$ cat src/rtl/artec_dma_axi_wr.sv
// artec_dma_axi_wr
//   Turns arbiter write tasks (channel idx, address, beat count) plus a data
//   stream into AXI4 INCR write bursts, and reports each burst's B response
//   back to the originating channel in issue order.
//
// Ports
//   clk, rstn, clear               : single clock, async active-low reset,
//                                    synchronous clear (AXI side quiescent)
//   task_valid/ready/idx/addr/num  : task stream, num==0 means 256 beats
//   data_valid/ready, data         : write data stream
//   aw*                            : AXI4 write-address channel
//   w*                             : AXI4 write-data channel
//   b*                             : AXI4 write-response channel
//   done_valid/ready/idx/err       : per-burst completion report
module artec_dma_axi_wr #(
  parameter int CH_NUM    = 4,
  parameter int CH_NUM_L  = 2,
  parameter int DW        = 64,
  parameter int AW        = 32,
  parameter int MAX_OUTST = 4
) (
  input  logic                clk,
  input  logic                rstn,
  input  logic                clear,
  input  logic                task_valid,
  output logic                task_ready,
  input  logic [CH_NUM_L-1:0] task_idx,
  input  logic [AW-1:0]       task_addr,
  input  logic [7:0]          task_num,
  input  logic                data_valid,
  output logic                data_ready,
  input  logic [DW-1:0]       data,
  output logic                awvalid,
  input  logic                awready,
  output logic [AW-1:0]       awaddr,
  output logic [7:0]          awlen,
  output logic [2:0]          awsize,
  output logic [1:0]          awburst,
  output logic                wvalid,
  input  logic                wready,
  output logic [DW-1:0]       wdata,
  output logic [DW/8-1:0]     wstrb,
  output logic                wlast,
  input  logic                bvalid,
  output logic                bready,
  input  logic [1:0]          bresp,
  output logic                done_valid,
  input  logic                done_ready,
  output logic [CH_NUM_L-1:0] done_idx,
  output logic                done_err
);

  localparam int SZ = $clog2(DW/8);
  localparam int CW = $clog2(MAX_OUTST+1);
  localparam int PW = (MAX_OUTST > 1) ? $clog2(MAX_OUTST) : 1;

  if (CH_NUM_L != $clog2(CH_NUM)) begin : g_bad_idx_width
    $error("CH_NUM_L must equal clog2(CH_NUM)");
  end

  typedef enum logic [1:0] {IDLE, ADDR, DATA} state_e;

  state_e              state_q, state_d;
  logic [AW-1:0]       addr_q;
  logic [7:0]          len_q;
  logic [7:0]          beat_q;
  logic [CW-1:0]       outst_q;
  logic [PW-1:0]       wr_ptr_q, rd_ptr_q;
  logic [CH_NUM_L-1:0] fifo_q [MAX_OUTST];
  logic                done_valid_q;
  logic [CH_NUM_L-1:0] done_idx_q;
  logic                done_err_q;

  logic task_hs, aw_hs, w_hs, b_hs, bready_int;

  function automatic logic [PW-1:0] ptr_inc(input logic [PW-1:0] p);
    return (p == PW'(MAX_OUTST-1)) ? '0 : p + 1'b1;
  endfunction

  // rstn gates the task side so nothing is accepted while in reset.
  assign task_ready = rstn && (state_q == IDLE) && (outst_q < CW'(MAX_OUTST)) && !clear;
  assign task_hs    = task_valid && task_ready;

  assign awvalid = (state_q == ADDR);
  assign awaddr  = addr_q;
  assign awlen   = len_q;
  assign awsize  = 3'(SZ);
  assign awburst = 2'b01;
  assign aw_hs   = awvalid && awready;

  assign wvalid     = (state_q == DATA) && data_valid;
  assign data_ready = (state_q == DATA) && wready;
  assign wdata      = data & {DW{rstn}};
  assign wstrb      = '1;
  assign wlast      = (state_q == DATA) && (beat_q == len_q);
  assign w_hs       = wvalid && wready;

  // Stray B with nothing outstanding is never accepted; during reset the
  // port idles high.
  assign bready_int = (outst_q != '0) && (!done_valid_q || done_ready);
  assign bready     = !rstn || bready_int;
  assign b_hs       = bvalid && bready_int && !clear;

  assign done_valid = done_valid_q;
  assign done_idx   = done_idx_q;
  assign done_err   = done_err_q;

  always_comb begin
    state_d = state_q;
    if (clear) begin
      state_d = IDLE;
    end else begin
      case (state_q)
        IDLE:    if (task_hs)       state_d = ADDR;
        ADDR:    if (aw_hs)         state_d = DATA;
        DATA:    if (w_hs && wlast) state_d = IDLE;
        default:                    state_d = IDLE;
      endcase
    end
  end

  always_ff @(posedge clk or negedge rstn) begin
    if (!rstn) begin
      state_q      <= IDLE;
      addr_q       <= '0;
      len_q        <= '0;
      beat_q       <= '0;
      outst_q      <= '0;
      wr_ptr_q     <= '0;
      rd_ptr_q     <= '0;
      done_valid_q <= 1'b0;
      done_idx_q   <= '0;
      done_err_q   <= 1'b0;
      for (int i = 0; i < MAX_OUTST; i++) fifo_q[i] <= '0;
    end else begin
      state_q <= state_d;
      if (task_hs) begin
        addr_q <= task_addr;
        len_q  <= task_num - 8'd1;  // 0 wraps to 255 -> 256 beats
      end
      if (clear) begin
        outst_q      <= '0;
        beat_q       <= '0;
        wr_ptr_q     <= '0;
        rd_ptr_q     <= '0;
        done_valid_q <= 1'b0;
      end else begin
        if (aw_hs)     beat_q <= '0;
        else if (w_hs) beat_q <= beat_q + 8'd1;

        case ({task_hs, b_hs})
          2'b10:   outst_q <= outst_q + 1'b1;
          2'b01:   outst_q <= outst_q - 1'b1;
          default: ;
        endcase

        // Index FIFO keeps B responses matched to channels in issue order.
        if (task_hs) begin
          fifo_q[wr_ptr_q] <= task_idx;
          wr_ptr_q         <= ptr_inc(wr_ptr_q);
        end

        if (b_hs) begin
          rd_ptr_q     <= ptr_inc(rd_ptr_q);
          done_valid_q <= 1'b1;
          done_idx_q   <= fifo_q[rd_ptr_q];
          done_err_q   <= (bresp != 2'b00);
        end else if (done_ready) begin
          done_valid_q <= 1'b0;
        end
      end
    end
  end

endmodule

$ cat config.mk
export PLATFORM = sky130hd
export DESIGN_NAME = artec_dma_axi_wr
export DESIGN_NICKNAME = d
export VERILOG_FILES = /design/src/rtl/artec_dma_axi_wr.sv
export SDC_FILE = /design/constraint.sdc
export NUM_CORES = 1
export LEC_CHECK = 0
export CAP_MARGIN = 20
export CORE_UTILIZATION = 37
export CTS_CLUSTER_DIAMETER = 50
export DETAILED_ROUTE_END_ITERATION = 10
export PLACE_DENSITY = 0.92
export SYNTH_ARGS = -nofsm -noshare
export SYNTH_HDL_FRONTEND = slang
export SYNTH_SLANG_ARGS = --single-unit
$ cat constraint.sdc
create_clock -name clk -period 2.55 [get_ports clk]
set_clock_uncertainty 0.1 [all_clocks]
set_input_delay 0.3825 -clock clk [delete_from_list [all_inputs] [get_ports clk]]
set_output_delay 0.3825 -clock clk [all_outputs]
set_load 0.01 [all_outputs]
==> results of run 1 <==
## state kept, by name, summed over array words and instances (netlist names)
register,flops
awaddr,32
done_idx,2
fifo_q,8
awlen,8
outst_q,3
done_valid,1
beat_q,8
rd_ptr_q,2
wr_ptr_q,2
state_q,2
done_err,1
## power by group through the flow
stage / sequential [mW] / combinational [mW] / clock, mW
6_report: 1.75 / 2.03 / 1.03
5_1_grt: 1.80 / 2.19 / 1.10
4_1_cts: 1.75 / 2.05 / 1.05
3_5_place_dp: 1.77 / 2.03 / 0
3_3_place_gp: 1.74 / 1.96 / 0
2_1_floorplan: 1.87 / 0.731 / 0
## cell type report
cell class	count	share of cell area (%)
Multi-Input combinational cell	313	29.1
Timing Repair Buffer	239	37.3
Clock buffer	11	2.36
Sequential cell	69	27.0
Tap cell	133	2.60
Clock inverter	5	1.27
Inverter	6	0.352
## how the worst max path moves through the flow
stage | startpoint | to | slack [ns] | depth (start not counted)
final | beat_q[0] | wlast | 0.13 | 4
after detailed placement | clear | outst_q[2] | -0.04 | 9
after CTS | beat_q[0] | wlast | 0.11 | 4
after global placement | clear | outst_q[2] | 0.03 | 9
after global routing | beat_q[0] | wlast | 0.01 | 4
after floorplan | clear | outst_q[2] | 0.29 | 10
## kinds of logic (layout without fill, tap and decap cells)
family / after synthesis / in the layout / share of synthesized area, %
AOI/OAI and AO/OA: 17 / 17 / 2.56
xor gates and xnor gates: 22 / 22 / 5.32
and+or+nand+nor: 236 / 236 / 31.5
adders and majority gates: 8 / 8 / 2.86
DFF: 69 / 69 / 45.9
muxes: 17 / 17 / 5.88
other: 2 / 13 / 0.200
buffers and inverters: 39 / 261 / 5.78
## routing by layer
layer | up-vias | share of wire [%]
met5 | - | 0
met4 | 0 | 0.93
met3 | 12 | 6.3
met2 | 135 | 53
met1 | 1677 | 40
li1 | 1725 | -
## stage by stage
step	cell area (um^2)	instances	power [mW]	worst slack [ns]
6_report	6410	776	4.80	0.129
5_1_grt	6410	776	5.09	0.0143
4_1_cts	6400	776	4.85	0.108
3_5_place_dp	6150	759	3.80	-0.0356
3_3_place_gp	6150	759	3.70	0.0279
2_1_floorplan	3800	421	2.60	0.288
## layout by cell type, fill, tap and decap left out, types with 4 or more instances in the layout
cell             count
a21oi_1              4
and2_1              65
buf_4                8
clkbuf_8            11
clkdlybuf4s50_1    229
conb_1              13
dfrtp_1             69
ha_1                 7
inv_1                6
mux2_2               9
nand2_1            119
nand2b_1             5
nand4_1              6
nor2_1              17
o21ai_0              8
xnor2_1             13
xor2_1               8
## worst reg2reg max path, cell delays in order (launching register included)
cell     delay (ns)
dfrtp_1        0.43
or3_4          0.44
nand3_4        0.09
nor3_1         0.06
fa_1           0.37
inv_1          0.08
a31oi_1        0.04
mux2i_1        0.17
mux2_2         0.35
## timing repair
action                                  in CTS  in global routing
endpoints found under the setup margin       0                  1
hold endpoints to repair                    35                  0
setup buffers                                0                  0
resized for setup                            0                  1
hold buffers                                 1                  0
==> impl_metrics.csv, run 1 <==
group,metric,value,unit
routing,ant_nets,0,
floorplanning,fp-row-count,36,
grt,grt_overflow,0,
floorplanning,dieArea,10600,um^2
synthesis,synth_area_leader_cell,"dfrtp_1",
critical_path,cp_top_family,"buffers and inverters",
sta,grt_setup_unrepaired,"no",
critical_path,critPathKind,"flip-flop to output port",
critical_path,rr_worst_depth,8,
power_and_ir_drop,p_sw_share,31.9,%
power_and_ir_drop,pwr-share-comb,42.2,%
sta,min_period,2.42,ns
sta,fmax,413,MHz
place,dp_hpwl,9260,um
synthesis,synth.avg_cell_area,9.18,um^2
routing,post-route-drc-count,0,
floorplanning,coreArea,9820,um^2
synthesis,yosysMostFrequentCell,"nand2_1",
clock_tree,insertion_delay,0.34,ns
critical_path,start_kind,"flip-flop",
clock_tree,cts_root_buffer,"clkbuf_8",
power_and_ir_drop,power.leakage,2.85,nW
flow_run,cap_violations,0,
synthesis,synth_seq_cells,69,
synthesis,syn_area,3760,um^2
floorplanning,die_w,103,um
critical_path,critical_path_required,2.07,ns
routing,routed_wirelength,11800,um
layout,fillerInstances,803,
routing,drtPass1Iterations,4,
min_path,hold_class,"input port to asynchronous set/reset pin",
layout,drive_gt1_share,7.47,%
clock_tree,cts_tree,"built",
synthesis,synth_warnings,0,
layout,multi_input_area,1870,um^2
critical_path,crit_fanout,6,
critical_path,r2r_setup_slack,0.32,ns
grt,grt_first_pass_wirelength,17800,um
power_and_ir_drop,vdd_drop_max,0.000496,V
synthesis,ys_top_cells_by_count,"nand2_1, dfrtp_1, and2_1",
synthesis,async_reset_ff_share,100,%
layout,fin_util,65.2,%
synthesis,syn_inst,410,
critical_path,critical_path.slowest_cell,"clkdlybuf4s50_1",
grt,grt_max_degree,57,
power_and_ir_drop,p_seq_share,36.4,%
place,port-buffer-count,230,
routing,wl_per_cell,15.2,um
grt,grt_usage,22.4,%
floorplanning,die_h,103,um
routing,num_vias,3549,
clock_tree,path_clk_slew,0.08,ns
layout,diodes,0,
floorplanning,initial_utilization,38.3,%
power_and_ir_drop,power.switching,1.53,mW
grt,top_usage_layer,"met2",
critical_path,worstPathArrival,1.94,ns
sta,fin_tns_setup,0,ns
synthesis,synth_ff_type,"dfrtp_1",
clock_tree,htreeDepth,3,
status,status,"complete, no violations",
grt,globalRouteMet3Util,4.81,%
clock_tree,max-clock-path-buffers,2,
sta,hold_viol,0,
place,gp_routability_congestion,0.827,
critical_path,r2r_start,"outst_q[0]",
critical_path,crit_buf_inv,1,
critical_path,r2r-end,"outst_q[2]",
clock_tree,cts_inserted_buffers,9,
synthesis,ys_types,44,
power_and_ir_drop,power.internal,3.27,mW
layout,area_growth_syn_to_layout,70.2,%
synthesis,netlist.area_leader.share,45.9,%
grt,grt_pass1_vias,3631,
power_and_ir_drop,cellPowerDensity,750,nW/um^2
synthesis,seq_area_frac_synth,45.9,%
synthesis,synth-edff-count,0,
layout,seqCellArea,1730,um^2
grt,antenna_found_initial,0,
critical_path,worst_setup_path_end_kind,"output port",
grt,met2_usage,41.8,%
sta,fin_crit_sh,94.9,%
sta,slew_viol_final,0,
routing,initialDrtViolationCount,84,
grt,grt_use_met1,25.7,%
synthesis,synthTopCellsByArea,"dfrtp_1, nand2_1, and2_1, xnor2_1, mux2_2",
routing,routed_via_density,4.57,
critical_path,critPathMaxStageDelay,0.55,ns
clock_tree,clock-sinks,69,
sta,hold_ws,0.0333,ns
floorplanning,ioPinCount,244,
layout,nNetsFinal,763,
power_and_ir_drop,clock_power_share,21.4,%
critical_path,crit_chain,"xnor2_1 > nand4_1 > nor3_2 > clkdlybuf4s50_1",
sta,setup-violations-final,0,
Power figures use the tool's default switching activity.
==> run 2: changes to the inputs <==
Settings changed: MAX_ROUTING_LAYER from default to met4.
==> impl_metrics.csv, run 2 (same netlist as run 1, synthesis figures left out) <==
group,metric,value,unit
status,status,"complete, no violations",
layout,layout.cells.non_filler,776,
critical_path,start_kind,"flip-flop",
routing,wl_per_cell,15.2,um
clock_tree,max-clock-path-buffers,2,
floorplanning,die_h,103,um
grt,grt_overflow,0,
sta,slew_viol_final,0,
critical_path,worst_setup_path_end_kind,"output port",
power_and_ir_drop,cellPowerDensity,750,nW/um^2
grt,grt_usage,23.1,%
floorplanning,ioPinCount,244,
routing,num_vias,3556,
place,place_area,6150,um^2
power_and_ir_drop,totalPowerFinal,4.81,mW
power_and_ir_drop,power.leakage,2.85,nW
sta,fmax,413,MHz
grt,antenna_found_initial,0,
clock_tree,cts_root_buffer,"clkbuf_8",
clock_tree,cts_tree,"built",
layout,fin_util,65.2,%
clock_tree,cts_inserted_buffers,9,
critical_path,rr_worst_depth,8,
layout,final_common_cell,"clkdlybuf4s50_1",
min_path,hold_class,"input port to asynchronous set/reset pin",
clock_tree,insertion_delay,0.34,ns
sta,timing.final.ws_setup,0.130,ns
routing,routed_via_density,4.58,
layout,area_growth_syn_to_layout,70.2,%
layout,fillerInstances,803,
critical_path,crit_fanout,6,
power_and_ir_drop,p_sw_share,31.9,%
critical_path,crit_chain,"xnor2_1 > nand4_1 > nor3_2 > clkdlybuf4s50_1",
sta,grt_setup_unrepaired,"no",
layout,drive_gt1_share,7.47,%
grt,grt_max_degree,57,
critical_path,r2r_setup_slack,0.32,ns
floorplanning,dieArea,10600,um^2
power_and_ir_drop,power.switching,1.53,mW
routing,drtPass1Iterations,4,
power_and_ir_drop,p_seq_share,36.4,%
sta,fin_tns_setup,0,ns
routing,ant_nets,0,
layout,design_area,6410,um^2
routing,post-route-drc-count,0,
layout,nNetsFinal,763,
grt,grt_first_pass_wirelength,17900,um
place,dp.cells,759,
clock_tree,htreeDepth,3,
critical_path,path_depth,4,
flow_run,cap_violations,0,
power_and_ir_drop,clock_power_share,21.4,%
routing,routed_wirelength,11800,um
clock_tree,postCtsSetupBuffers,0,
power_and_ir_drop,power.internal,3.27,mW
sta,min_period,2.42,ns
critical_path,worstPathArrival,1.94,ns
routing,initialDrtViolationCount,84,
sta,fin_crit_sh,94.9,%
critical_path,crit_buf_inv,1,
floorplanning,coreArea,9820,um^2
layout,final_cell_mix,"clkdlybuf4s50_1, nand2_1, dfrtp_1",
sta,hold_ws,0.0338,ns
grt,grt_pass1_vias,3625,
critical_path,critical_path_required,2.07,ns
floorplanning,fp-row-count,36,
layout,diodes,0,
power_and_ir_drop,pwr-share-comb,42.2,%
critical_path,critPathKind,"flip-flop to output port",
critical_path,cp_top_family,"buffers and inverters",
clock_tree,clock-sinks,69,
place,dp_hpwl,9260,um
place,post-place-ws,-0.0356,ns
place,port-buffer-count,230,
layout,largest_reg_flops,32,
critical_path,critPathMaxStageDelay,0.55,ns
clock_tree,path_clk_slew,0.08,ns
power_and_ir_drop,vdd_drop_max,0.000498,V
place,gp_routability_congestion,0.840,
floorplanning,initial_utilization,38.3,%
sta,hold_viol,0,
critical_path,critical_path.slowest_cell,"clkdlybuf4s50_1",
floorplanning,die_w,103,um
sta,setup-violations-final,0,
run 2: cell counts in the layout (fill, tap and decap cells not counted):
Identical to the previous run, type by type.
run 2: cell type report:
| type | count | area (um^2) | share of cell area, % |
|---|---|---|---|
| timing repair buffer | 239 | 2390 | 37.3 |
| multi-input combinational | 313 | 1870 | 29.1 |
| sequential | 69 | 1730 | 27.0 |
| tap | 133 | 166 | 2.60 |
| clock buffer | 11 | 151 | 2.36 |
| clock inverter | 5 | 81.3 | 1.27 |
| inverter | 6 | 22.5 | 0.352 |
run 2: worst register-to-register path, stage by stage (launching register included):
cell     delay (ns)
dfrtp_1        0.43
or3_4          0.44
nand3_4        0.09
nor3_1         0.06
fa_1           0.37
inv_1          0.08
a31oi_1        0.04
mux2i_1        0.17
mux2_2         0.35
run 2: timing repair:
action                                  CTS  global route
endpoints found under the setup margin    0             1
endpoints found under the hold margin    35             0
hold buffers                              1             0
resized for setup                         0             1
run 2: power by group through the flow:
stage,Clock [mW],Combinational [mW],Sequential [mW]
detailed placement,0,2.03,1.77
floorplan,0,0.731,1.87
finish,1.03,2.03,1.75
CTS,1.05,2.05,1.75
global placement,0,1.96,1.74
global route,1.10,2.19,1.80
run 2: path summary, 6_finish.rpt:
check / startpoint / endpoint
max reg2reg: outst_q[0] / outst_q[2]
min: rstn / state_q[0]
min in group clk: awaddr[14] / awaddr[14]
min reg2reg: awaddr[14] / awaddr[14]
max in group asynchronous: rstn / outst_q[1]
max: beat_q[0] / wlast
run 2: layer usage:
layer  track usage (%)  vias up  wire [um]
li1                  -     1725          -
met1              26.5     1685       4770
met3              3.66       12        644
met4              6.18        0        109
met2              41.8      134       6260
met5                 -        -          0
==> run 3: changes to the inputs <==
Settings changed: CORE_UTILIZATION 37 to 33, PLACE_DENSITY 0.92 to 0.87.
Clock period 2.55 ns to 2.11 ns, I/O delays scaled along.
==> impl_metrics.csv, run 3 (same netlist as run 1, synthesis figures left out) <==
group,metric,value,unit
status,status,"finished, violations left",
status,violations,"negative setup slack",
critical_path,critical_path_required,2.23,ns
layout,area_growth_syn_to_layout,72.9,%
layout,largest_reg_flops,32,
power_and_ir_drop,cellPowerDensity,914,nW/um^2
sta,setup-violations-final,1,
layout,fillerInstances,920,
place,gp_routability_congestion,0.830,
critical_path,critPathKind,"flip-flop to flip-flop",
routing,initialDrtViolationCount,122,
layout,drive_gt1_share,8.94,%
clock_tree,cts_root_buffer,"clkbuf_16",
layout,diodes,0,
layout,nNetsFinal,769,
sta,fmax,470,MHz
critical_path,worstPathArrival,2.24,ns
place,port-buffer-count,230,
power_and_ir_drop,power.leakage,2.91,nW
routing,dr_wl_met2,5860,um
floorplanning,coreArea,11000,um^2
routing,wl_per_cell,14.7,um
sta,grt_setup_unrepaired,"yes",
sta,hold_viol,0,
min_path,hold_class,"input port to asynchronous set/reset pin",
critical_path,worst_setup_path_end_kind,"flip-flop",
clock_tree,insertion_delay,0.33,ns
clock_tree,htreeDepth,3,
floorplanning,die_h,109,um
power_and_ir_drop,totalPowerFinal,5.95,mW
clock_tree,cts_inserted_buffers,9,
critical_path,start_kind,"flip-flop",
routing,wl_met1,4910,um
routing,routed_via_density,4.54,
sta,min_period,2.13,ns
place,dp_hpwl,8970,um
grt,grt_max_degree,68,
routing,top_layer,"met4",
grt,grt_usage,20.6,%
grt,grt_first_pass_wirelength,18100,um
grt,grt_overflow,0,
layout,final_cell_mix,"clkdlybuf4s50_1, nand2_1, dfrtp_1",
floorplanning,ioPinCount,244,
clock_tree,max-clock-path-buffers,2,
clock_tree,cts_tree,"built",
floorplanning,initial_utilization,34.3,%
flow_run,cap_violations,0,
routing,num_vias,3579,
sta,hold_ws,0.0966,ns
routing,route.met3.wl,565,um
grt,antenna_found_initial,0,
clock_tree,clock-sinks,69,
sta,fin_crit_sh,101,%
floorplanning,dieArea,11800,um^2
clock_tree,path_clk_slew,0.06,ns
routing,routed_wirelength,11600,um
routing,drtPass1Iterations,4,
sta,timing.final.ws_setup,-0.0162,ns
floorplanning,fp-row-count,38,
grt,grt_pass1_vias,3598,
layout,final_common_cell,"clkdlybuf4s50_1",
floorplanning,die_w,109,um
critical_path,crit_fanout,4,
routing,post-route-drc-count,0,
routing,ant_nets,0,
sta,slew_viol_final,0,
power_and_ir_drop,vdd_drop_max,0.000491,V
run 3: cell types whose count changed in the layout (fill, tap and decap cells not counted), moves of 2 or more:
cell,before,now
buf_4,8,14
bufinv_16,2,0
clkdlybuf4s50_1,229,225
clkbuf_16,0,9
clkinv_2,1,3
dlygate4sd2_1,0,3
clkbuf_8,11,0
run 3: metal layers:
layer	up-vias	track usage (%)
li1	1749	-
met1	1681	25.4
met2	127	33.8
met3	22	3.71
met4	0	7.53
met5	-	-
run 3: repair_timing:
action	in CTS	in global routing
hold buffers	1	0
resized for setup	6	3
pin swaps	1	0
endpoints found under the hold margin	39	0
buffers inserted	1	0
endpoints found under the setup margin	4	2
cloned	0	0
run 3: path summary, 6_finish.rpt:
kind | startpoint | to | slack [ns] | depth (start not counted)
worst max register to register | outst_q[2] | outst_q[2] | -0.02 | 8
min in group clk | awaddr[5] | awaddr[5] | 0.37 | 2
worst min register to register | awaddr[5] | awaddr[5] | 0.37 | 2
worst max-delay path | outst_q[2] | outst_q[2] | -0.02 | 8
max in group asynchronous | rstn | awaddr[30] | 1.40 | 3
worst min-delay path | rstn | fifo_q[6] | 0.1 | 3
run 3: where the power goes:
part	total [mW]	internal [mW]	switching (mW)
Combinational	2.48	1.46	1.02
Sequential	2.11	1.79	0.325
Clock	1.35	0.792	0.562
run 3: area by class of cell:
type / instances / area, um^2 / share of cell area, %
timing repair buffer: 245 / 2440 / 37.4
sequential: 69 / 1730 / 26.6
clock inverter: 6 / 38.8 / 0.596
multi-input combinational: 313 / 1880 / 28.9
clock buffer: 10 / 229 / 3.52
tap: 140 / 175 / 2.69
inverter: 6 / 22.5 / 0.346
run 3: critical path, stage by stage (launching register included):
cell and delay [ns]:
dfrtp_2 0.44, or3_4 0.38, nand3_4 0.10, nor3_2 0.05, fa_2 0.34, inv_2 0.06
a31oi_1 0.03, mux2i_1 0.16, mux2_2 0.35
run 3: through the flow:
stage | utilization, % | cell area (um^2) | cells | TNS [ns] | setup WS, ns
floorplan | - | 3810 | 421 | -0.0366 | -0.0366
global placement | 56.4 | 6200 | 771 | -1.38 | -0.291
detailed placement | 56.4 | 6200 | 771 | -2.05 | -0.403
CTS | 59.2 | 6500 | 789 | -0.0185 | -0.0185
global route | 59.3 | 6510 | 789 | -0.102 | -0.102
finish | 59.3 | 6510 | 789 | -0.0162 | -0.0162
